<file path="config.mk">
export PLATFORM = sky130hd
export DESIGN_NAME = board_renderer_flat
export DESIGN_NICKNAME = d
export VERILOG_FILES = /design/src/rtl/board_renderer_if.sv /design/src/rtl/board_renderer.sv /design/src/flat_wrapper.sv
export SDC_FILE = /design/constraint.sdc
export NUM_CORES = 1
export LEC_CHECK = 0
export ABC_AREA = 1
export CAP_MARGIN = 20
export CORE_MARGIN = 4
export CORE_UTILIZATION = 55
export DETAILED_ROUTE_END_ITERATION = 12
export PLACE_DENSITY = 0.84
export SLEW_MARGIN = 20
export SYNTH_ARGS = -nofsm -noshare
export SYNTH_HDL_FRONTEND = slang
export SYNTH_SLANG_ARGS = --single-unit
</file>
<file path="constraint.sdc">
create_clock -name clk_50 -period 21.1 [get_ports clk_50]
set_clock_uncertainty 0.1 [all_clocks]
set_input_delay 4.22 -clock clk_50 [delete_from_list [all_inputs] [get_ports clk_50]]
set_output_delay 4.22 -clock clk_50 [all_outputs]
set_load 0.01 [all_outputs]
</file>
<file path="src/rtl/board_renderer_if.sv">
// Pixel-stream bundle between the frame requester / board source and the renderer.
// The master side drives the frame request, board snapshot source and piece coordinates.
// The slave side (the renderer) drives the VGA pixel stream and frame status.
interface board_renderer_if;
  logic         start;
  logic [229:0] board_value;
  logic [3:0]   t0_x;
  logic [3:0]   t1_x;
  logic [3:0]   t2_x;
  logic [3:0]   t3_x;
  logic [4:0]   t0_y;
  logic [4:0]   t1_y;
  logic [4:0]   t2_y;
  logic [4:0]   t3_y;
  logic [7:0]   vga_x;
  logic [6:0]   vga_y;
  logic [2:0]   colour;
  logic         plot;
  logic         busy;
  logic         done;

  modport master (
    output start, board_value,
    output t0_x, t1_x, t2_x, t3_x,
    output t0_y, t1_y, t2_y, t3_y,
    input  vga_x, vga_y, colour, plot, busy, done
  );

  modport slave (
    input  start, board_value,
    input  t0_x, t1_x, t2_x, t3_x,
    input  t0_y, t1_y, t2_y, t3_y,
    output vga_x, vga_y, colour, plot, busy, done
  );
endinterface

</file>
<file path="src/rtl/board_renderer.sv">
// Board renderer: snapshots the stacked-tile board and falling-piece coordinates on
// start, then sweeps every visible tile pixel by pixel (tile-by-tile raster) and emits
// one registered pixel per clock to the VGA adapter, ending with a one-cycle done pulse.
module board_renderer #(
  parameter int         TILE_PX     = 4,
  parameter int         HIDDEN_ROWS = 3,
  parameter int         X_ORIGIN    = 40,
  parameter int         Y_ORIGIN    = 10,
  parameter logic [2:0] COL_EMPTY   = 3'b000,
  parameter logic [2:0] COL_STACK   = 3'b111,
  parameter logic [2:0] COL_FALL    = 3'b110
) (
  input logic              clk_50,
  input logic              reset,
  board_renderer_if.slave  bus
);

  localparam int LAST_ROW = 22;
  localparam int LAST_COL = 9;

  typedef enum logic [1:0] {IDLE, LATCH, DRAW, DONE} state_t;

  state_t       state;
  logic [229:0] snap_board;
  logic [3:0]   snap_x [4];
  logic [4:0]   snap_y [4];

  logic [4:0]   row;
  logic [3:0]   col;
  logic [2:0]   py;
  logic [2:0]   px;

  logic         px_last;
  logic         py_last;
  logic         col_last;
  logic         frame_last;
  logic         fall_hit;
  logic [7:0]   bit_idx;
  logic [2:0]   pix_colour;
  logic [7:0]   pix_x;
  logic [6:0]   pix_y;

  logic [7:0]   vga_x_q;
  logic [6:0]   vga_y_q;
  logic [2:0]   colour_q;
  logic         plot_q;
  logic         busy_q;
  logic         done_q;

  assign bus.vga_x  = vga_x_q;
  assign bus.vga_y  = vga_y_q;
  assign bus.colour = colour_q;
  assign bus.plot   = plot_q;
  assign bus.busy   = busy_q;
  assign bus.done   = done_q;

  // Detect the end of each sweep level; frame_last marks the very last pixel.
  always_comb begin
    px_last    = (int'(px) == TILE_PX - 1);
    py_last    = (int'(py) == TILE_PX - 1);
    col_last   = (int'(col) == LAST_COL);
    frame_last = (int'(row) == LAST_ROW) && col_last && py_last && px_last;
  end

  // Pixel address and colour for the current counters; falling tiles beat stacked ones.
  always_comb begin
    fall_hit = 1'b0;
    for (int k = 0; k < 4; k++) begin
      if ((snap_x[k] == col) && (snap_y[k] == row)) begin
        fall_hit = 1'b1;
      end
    end
    bit_idx = 8'(int'(row) * 10 + 9 - int'(col));
    if (fall_hit) begin
      pix_colour = COL_FALL;
    end else if (snap_board[bit_idx]) begin
      pix_colour = COL_STACK;
    end else begin
      pix_colour = COL_EMPTY;
    end
    pix_x = 8'(X_ORIGIN + int'(col) * TILE_PX + int'(px));
    pix_y = 7'(Y_ORIGIN + (int'(row) - HIDDEN_ROWS) * TILE_PX + int'(py));
  end

  // Frame FSM: snapshot, counter sweep and registered pixel/status outputs.
  always_ff @(posedge clk_50 or posedge reset) begin
    if (reset) begin
      state      <= IDLE;
      snap_board <= '0;
      for (int k = 0; k < 4; k++) begin
        snap_x[k] <= '0;
        snap_y[k] <= '0;
      end
      row      <= '0;
      col      <= '0;
      py       <= '0;
      px       <= '0;
      vga_x_q  <= '0;
      vga_y_q  <= '0;
      colour_q <= '0;
      plot_q   <= 1'b0;
      busy_q   <= 1'b0;
      done_q   <= 1'b0;
    end else begin
      plot_q <= 1'b0;
      done_q <= 1'b0;
      case (state)
        IDLE: begin
          if (bus.start) begin
            snap_board <= bus.board_value;
            snap_x[0]  <= bus.t0_x;
            snap_x[1]  <= bus.t1_x;
            snap_x[2]  <= bus.t2_x;
            snap_x[3]  <= bus.t3_x;
            snap_y[0]  <= bus.t0_y;
            snap_y[1]  <= bus.t1_y;
            snap_y[2]  <= bus.t2_y;
            snap_y[3]  <= bus.t3_y;
            busy_q     <= 1'b1;
            state      <= LATCH;
          end
        end
        LATCH: begin
          row   <= 5'(HIDDEN_ROWS);
          col   <= '0;
          py    <= '0;
          px    <= '0;
          state <= DRAW;
        end
        DRAW: begin
          vga_x_q  <= pix_x;
          vga_y_q  <= pix_y;
          colour_q <= pix_colour;
          plot_q   <= 1'b1;
          if (px_last) begin
            px <= '0;
            if (py_last) begin
              py <= '0;
              if (col_last) begin
                col <= '0;
                row <= row + 5'd1;
              end else begin
                col <= col + 4'd1;
              end
            end else begin
              py <= py + 3'd1;
            end
          end else begin
            px <= px + 3'd1;
          end
          if (frame_last) begin
            state <= DONE;
          end
        end
        DONE: begin
          done_q <= 1'b1;
          busy_q <= 1'b0;
          state  <= IDLE;
        end
        default: begin
          state <= IDLE;
        end
      endcase
    end
  end

endmodule

</file>
<file path="src/flat_wrapper.sv">
// flat-port wrapper written by rule: the top's interface ports become plain ports
module board_renderer_flat 
#(
  parameter int         TILE_PX     = 4,
  parameter int         HIDDEN_ROWS = 3,
  parameter int         X_ORIGIN    = 40,
  parameter int         Y_ORIGIN    = 10,
  parameter logic [2:0] COL_EMPTY   = 3'b000,
  parameter logic [2:0] COL_STACK   = 3'b111,
  parameter logic [2:0] COL_FALL    = 3'b110
)
  (clk_50, reset, bus_start, bus_board_value, bus_t0_x, bus_t1_x, bus_t2_x, bus_t3_x, bus_t0_y, bus_t1_y, bus_t2_y, bus_t3_y, bus_vga_x, bus_vga_y, bus_colour, bus_plot, bus_busy, bus_done);
  board_renderer_if bus_i ();
  input logic clk_50;
  input logic reset;
  input wire logic [$bits(bus_i.start)-1:0] bus_start;
  input wire logic [$bits(bus_i.board_value)-1:0] bus_board_value;
  input wire logic [$bits(bus_i.t0_x)-1:0] bus_t0_x;
  input wire logic [$bits(bus_i.t1_x)-1:0] bus_t1_x;
  input wire logic [$bits(bus_i.t2_x)-1:0] bus_t2_x;
  input wire logic [$bits(bus_i.t3_x)-1:0] bus_t3_x;
  input wire logic [$bits(bus_i.t0_y)-1:0] bus_t0_y;
  input wire logic [$bits(bus_i.t1_y)-1:0] bus_t1_y;
  input wire logic [$bits(bus_i.t2_y)-1:0] bus_t2_y;
  input wire logic [$bits(bus_i.t3_y)-1:0] bus_t3_y;
  output wire logic [$bits(bus_i.vga_x)-1:0] bus_vga_x;
  output wire logic [$bits(bus_i.vga_y)-1:0] bus_vga_y;
  output wire logic [$bits(bus_i.colour)-1:0] bus_colour;
  output wire logic [$bits(bus_i.plot)-1:0] bus_plot;
  output wire logic [$bits(bus_i.busy)-1:0] bus_busy;
  output wire logic [$bits(bus_i.done)-1:0] bus_done;
  assign bus_i.start = bus_start;
  assign bus_i.board_value = bus_board_value;
  assign bus_i.t0_x = bus_t0_x;
  assign bus_i.t1_x = bus_t1_x;
  assign bus_i.t2_x = bus_t2_x;
  assign bus_i.t3_x = bus_t3_x;
  assign bus_i.t0_y = bus_t0_y;
  assign bus_i.t1_y = bus_t1_y;
  assign bus_i.t2_y = bus_t2_y;
  assign bus_i.t3_y = bus_t3_y;
  assign bus_vga_x = bus_i.vga_x;
  assign bus_vga_y = bus_i.vga_y;
  assign bus_colour = bus_i.colour;
  assign bus_plot = bus_i.plot;
  assign bus_busy = bus_i.busy;
  assign bus_done = bus_i.done;
  board_renderer #(.TILE_PX(TILE_PX), .HIDDEN_ROWS(HIDDEN_ROWS), .X_ORIGIN(X_ORIGIN), .Y_ORIGIN(Y_ORIGIN), .COL_EMPTY(COL_EMPTY), .COL_STACK(COL_STACK), .COL_FALL(COL_FALL)) u_core (.clk_50(clk_50), .reset(reset), .bus(bus_i));
endmodule
</file>
# Word level (Yosys, flattened, before mapping)
# Index checks and enable logic that the tools add are counted.
# word_totals
in_bits,269
regBits,304
word_cells,97
output_inout_bits,21
# op_classes
n_mux,28
magnitude_cmp,1
n_addsub,11
reduce_logical,16
n_mul,1
n_eq_ne,20
# op_table
op,count
== test 5 bit,4
== test 4 bit,4
2-to-1 mux 3 bit,5
2-to-1 mux 5 bit,3
2-to-1 mux 4 bit,3
case mux 3 bit (2 select lines),2
case mux 5 bit (2 select lines),1
"< comparator 8 x 9 -> 1 bit, second input constant",1
adder 8 x 4 -> 8 bit,1
"adder 8 x 5 -> 8 bit, second input constant",1
binary-select mux 1 bit (select 8 bit),1
2-to-1 mux 1 bit,8
"!= test 2 x 1 -> 1 bit, second input constant",4
case mux 2 bit (4 select lines),1
case mux 4 bit (2 select lines),1
AND reduction 2 bit,4
subtractor 8 x 5 -> 8 bit,1
"adder 5 x 7 -> 7 bit, first input constant",1
"adder 6 x 6 -> 7 bit, first input constant",1
adder 7 x 4 -> 7 bit,1
logical AND 1 bit,7
"multiplier 5 x 3 -> 7 bit, second input constant",1
"adder 3 x 1 -> 3 bit, second input constant",2
"== test 3 bit, second input constant",2
other kinds (14),17

# Depth between registers and ports, before layout
# depth
word_depth,7
mapped_depth,20
ltp_nobuf,17

# Least setup slack after synthesis
# OpenSTA, ideal clock, no wires.
# synth_timing
kind,input to register
start,in bus_start
end,reg u_core.snap_board[21]
cell_stages,6
t_required_ns,20.934
path_slack_ns,15.684
n_path_buf,3
t_arrival_ns,5.250
setup_time_ns,0.066
path_cell_list,nand2_1 -> clkbuf_1 -> clkbuf_1 -> buf_1 -> nand2_1 -> nand2_1
# synth_between
elab_chain_len,1
# synth_rtl
element,line,rtl
start: declaration,flat_wrapper.sv:16,input wire logic [$bits(bus_i.start)-1:0] bus_start;
AND reduction 2 bit (no line),-,
end signal: assignment,board_renderer.sv:110,snap_board <= bus.board_value;
end: declaration,board_renderer.sv:24,logic [229:0] snap_board;
# Every way passes these cells.
# A chain may end at the register's enable or synchronous reset.

# Worst setup path in the final report
# layout_timing
start,in bus_start
end,reg u_core.snap_y[2] (netlist name)
# layout_between
elab_chain_len,1
# layout_rtl
element,line,rtl
AND reduction 2 bit (no line),-,
end: declaration,board_renderer.sv:26,logic [4:0] snap_y [4];
# Every way passes these cells.

==> impl_metrics.csv <==
group,metric,value,unit
worst_setup_path,critPathLaunch,"bus_start",
worst_setup_path,path_cells,"clkdlybuf4s50_1 > nand2_4 > inv_8 > buf_4 > o21ai_0",
synthesis,avgSynthCellArea,7.73,um^2
clocking,cts.repair.resized,0,
clocking,cts_sinks,303,
timing,post-route-period-util,32.0,%
hold_path,hold_path.class,"reg -> reg",
routing,drt_wl_total,43600,um
worst_setup_path,critPathSlowestCell,"buf_4",
routing,antenna_left,0,
global_routing,grt_pass1_vias,13996,
synthesis,syn_nets,2262,
synthesis,ys_seq_area_share,50.0,%
synthesis,synth_cell_types,37,
placed_design,place_ws,13.77,ns
timing,slew_headroom,29.0,%
worst_setup_path,cpPeakStageDelay,0.89,ns
power,power_density,64.8,mW/mm^2
synthesis,synth_top_area_share,50.0,%
worst_setup_path,worst-path-max-fanout,170,
routing,drtIter0Drc,1534,
routing,vias,13867,
layout,nFillCells,2053,
routing,dr.pass1.iters,10,
global_routing,grt_pass1_wl,70900,um
worst_setup_path,cp.arrival,7.00,ns
synthesis,yosysWarnings,0,
global_routing,grt_max_degree,171,
synthesis,synth_cells,1961,
worst_setup_path,path_class,"in -> reg",
placed_design,hpwlAfterDp,27900,um
layout,drive_above_1_share,3.28,%
routing,drcViolationCount,0,
floorplanning,fp.dieW,174,um
floorplanning,start_util,56.1,%
global_routing,grt.total_usage,28.5,%
clocking,cts_inserted_buffers,34,
layout,area_delta_synth_final,26.1,%
global_routing,antenna_found_initial,2,
global_routing,grt.overflow.total,0,
synthesis,synth_top_cells_by_area,"dfrtp_1 50%, nand2_1 19%, nand3_1 6.6%",
layout,finalNetCount,2477,
worst_setup_path,cp-end-kind,"flop",
power,ir_worst_vdd,0.0000500,V
clocking,clkTransAtPathRegs,0.06,ns
synthesis,yosysTopAreaCell,"dfrtp_1",
clocking,cts_post_setup_buffers_inserted,0,
worst_setup_path,regToRegSetupSlack,16.83,ns
worst_setup_path,required,21.34,ns
timing,setup-violations-final,0,
timing,rsz0062_at_grt,"no",
floorplanning,coreArea,0.0270,mm^2
worst_setup_path,critPathLaunchType,"input pin",
worst_setup_path,worstReg2RegStart,"u_core.row[2]",
synthesis,ys_ff_latch,303,
worst_setup_path,r2r_end,"u_core.bus.colour[1]",
synthesis,syn-cell-area,0.0152,mm^2
clocking,ctsRootBufferMaster,"clkbuf_16",
timing,fin_tns_setup,0,ns
timing,finalHoldViolations,0,
timing,fin_crit,6.76,ns
worst_setup_path,r2r.worst_path.cells,15,
power,leakage,9.34,nW
clocking,tritoncts,"yes",
worst_setup_path,crit_path_end,"u_core.snap_y[2]",
clocking,ctsHoldBuffers,0,
run_status,status,"finished clean",
routing,vias_per_cell,5.46,
clocking,h-tree-depth,2,
floorplanning,die_area,0.0303,mm^2
timing,drv_slew,0,
clocking,clock_latency,0.51,ns
timing,setup_slack,14.34,ns
timing,worst_pin_slew,1.07,ns
clocking,cts_buffer_depth,3,
floorplanning,rows,60,
placed_design,routabilityCongestion,0.865,
timing,fmax,148,MHz
job,drv_cap,0,
placed_design,io_buffers,289,
floorplanning,io_pins,290,
floorplanning,dieHeight,174,um
routing,post_drt_wl_per_cell,17.2,um
-- how the worst min path moves through the flow --
stage	start	slack, ns	endpoint	depth (start not counted)
floorplan	u_core.snap_board[59]	0.34	u_core.snap_board[59]	2
global placement	u_core.bus.vga_y[2]	0.36	u_core.bus.vga_y[2]	2
detailed placement	u_core.snap_board[59]	0.36	u_core.snap_board[59]	2
CTS	u_core.snap_board[59]	0.38	u_core.snap_board[59]	2
global route	u_core.snap_board[59]	0.39	u_core.snap_board[59]	2
finish	u_core.snap_board[1]	0.38	u_core.snap_board[1]	2
-- placed cells by master, fill, tap and decap left out, drive strengths merged --
cell	instances
nand2	780
dfrtp	303
clkdlybuf4s50	289
nand3	199
inv	196
o21ai	178
clkbuf	49
nor2	41
ha	29
o211ai	27
xnor2	19
a21oi	17
xor2	15
nor3	9
buf	9
nand4	6
clkinv	5
a211oi	5
nor3b	3
a31oi	3
fa	3
diode	2
o31ai	2
a21o	2
bufinv	2
a21boi	1
o21bai	1
nor4	1
or2	1
a22oi	1
clkinvlp	1
-- critical path, delay by kind of cell --
kind | cells | cell delay [ns]
buf+inv | 3 | 2.11
simple gates | 1 | 0.36
compound gates | 1 | 0.23
-- sequential cells by signal (all words and copies together) (netlist names) --
name	flops
u_core.py	3
u_core.bus.vga_x	8
u_core.bus.colour	2
u_core.snap_board	230
u_core.bus.done	1
u_core.bus.vga_y	7
u_core.snap_x	16
u_core.bus.busy	1
u_core.row	5
u_core.state	2
u_core.px	3
u_core.col	4
u_core.bus.plot	1
u_core.snap_y	20
-- synth_stat cells (all sizes together) --
cell	n
xor2	15
a31oi	3
nor3	9
buf	55
or2	1
a21boi	1
nor4	1
fa	3
o21bai	1
a21o	2
nand3	199
inv	196
xnor2	19
a22oi	1
o31ai	2
a211oi	5
nand4	6
clkbuf	64
nor3b	3
a21oi	17
o21ai	178
nand2	780
ha	29
o211ai	27
dfrtp	303
nor2	41
-- metrics by stage --
step | std cells | util [%] | hold slack [ns] | power (W) | area, um^2
floorplan | 1961 | - | 0.344 | 0.000600 | 15200
finish | 2540 | 70.7 | 0.379 | 0.00124 | 19100
detailed placement | 2481 | 66.5 | 0.361 | 0.000657 | 18000
CTS | 2538 | 70.7 | 0.377 | 0.00125 | 19100
global placement | 2481 | 66.5 | 0.359 | 0.000658 | 18000
global route | 2540 | 70.7 | 0.389 | 0.00127 | 19100
-- metal layers --
layer	wire length, um	GRT usage, %
met3	3280	4.33
met4	1740	11.8
met1	18200	38.2
met5	0	0
met2	20300	46.6
-- power breakdown --
| group | total [W] | internal, W | switching, W | leakage, nW |
|---|---|---|---|---|
| registers | 0.000581 | 0.000581 | 0 | 3.40 |
| clock network | 0.000591 | 0.000359 | 0.000232 | 0.548 |
| logic | 0.0000655 | 0.0000436 | 0.0000219 | 5.40 |
| total | 0.00124 | 0.000984 | 0.000254 | 9.34 |
-- logic make-up after synthesis --
kind of cell               after synthesis  synth area share, %
and+or+nand+nor                       1040                 27.7
buffers and inverters                  315                 8.83
DFF                                    303                 50.0
AOI/OAI and AO/OA                      237                 8.60
xor gates and xnor gates                34                 2.06
adders and majority gates               32                 2.79
-- final cells by class --
| class | instances | area, um^2 | share of cell area (%) |
|---|---|---|---|
| Inverter | 196 | 753 | 3.94 |
| Sequential cell | 303 | 7590 | 39.7 |
| Tap cell | 341 | 427 | 2.23 |
| Clock inverter | 8 | 92.6 | 0.485 |
| Multi-Input combinational cell | 1343 | 6240 | 32.7 |
| Antenna cell | 2 | 5.00 | 0.0262 |
| Clock buffer | 49 | 1020 | 5.34 |
| Timing Repair Buffer | 298 | 2980 | 15.6 |
No activity file was read; power rests on OpenSTA's default activity.
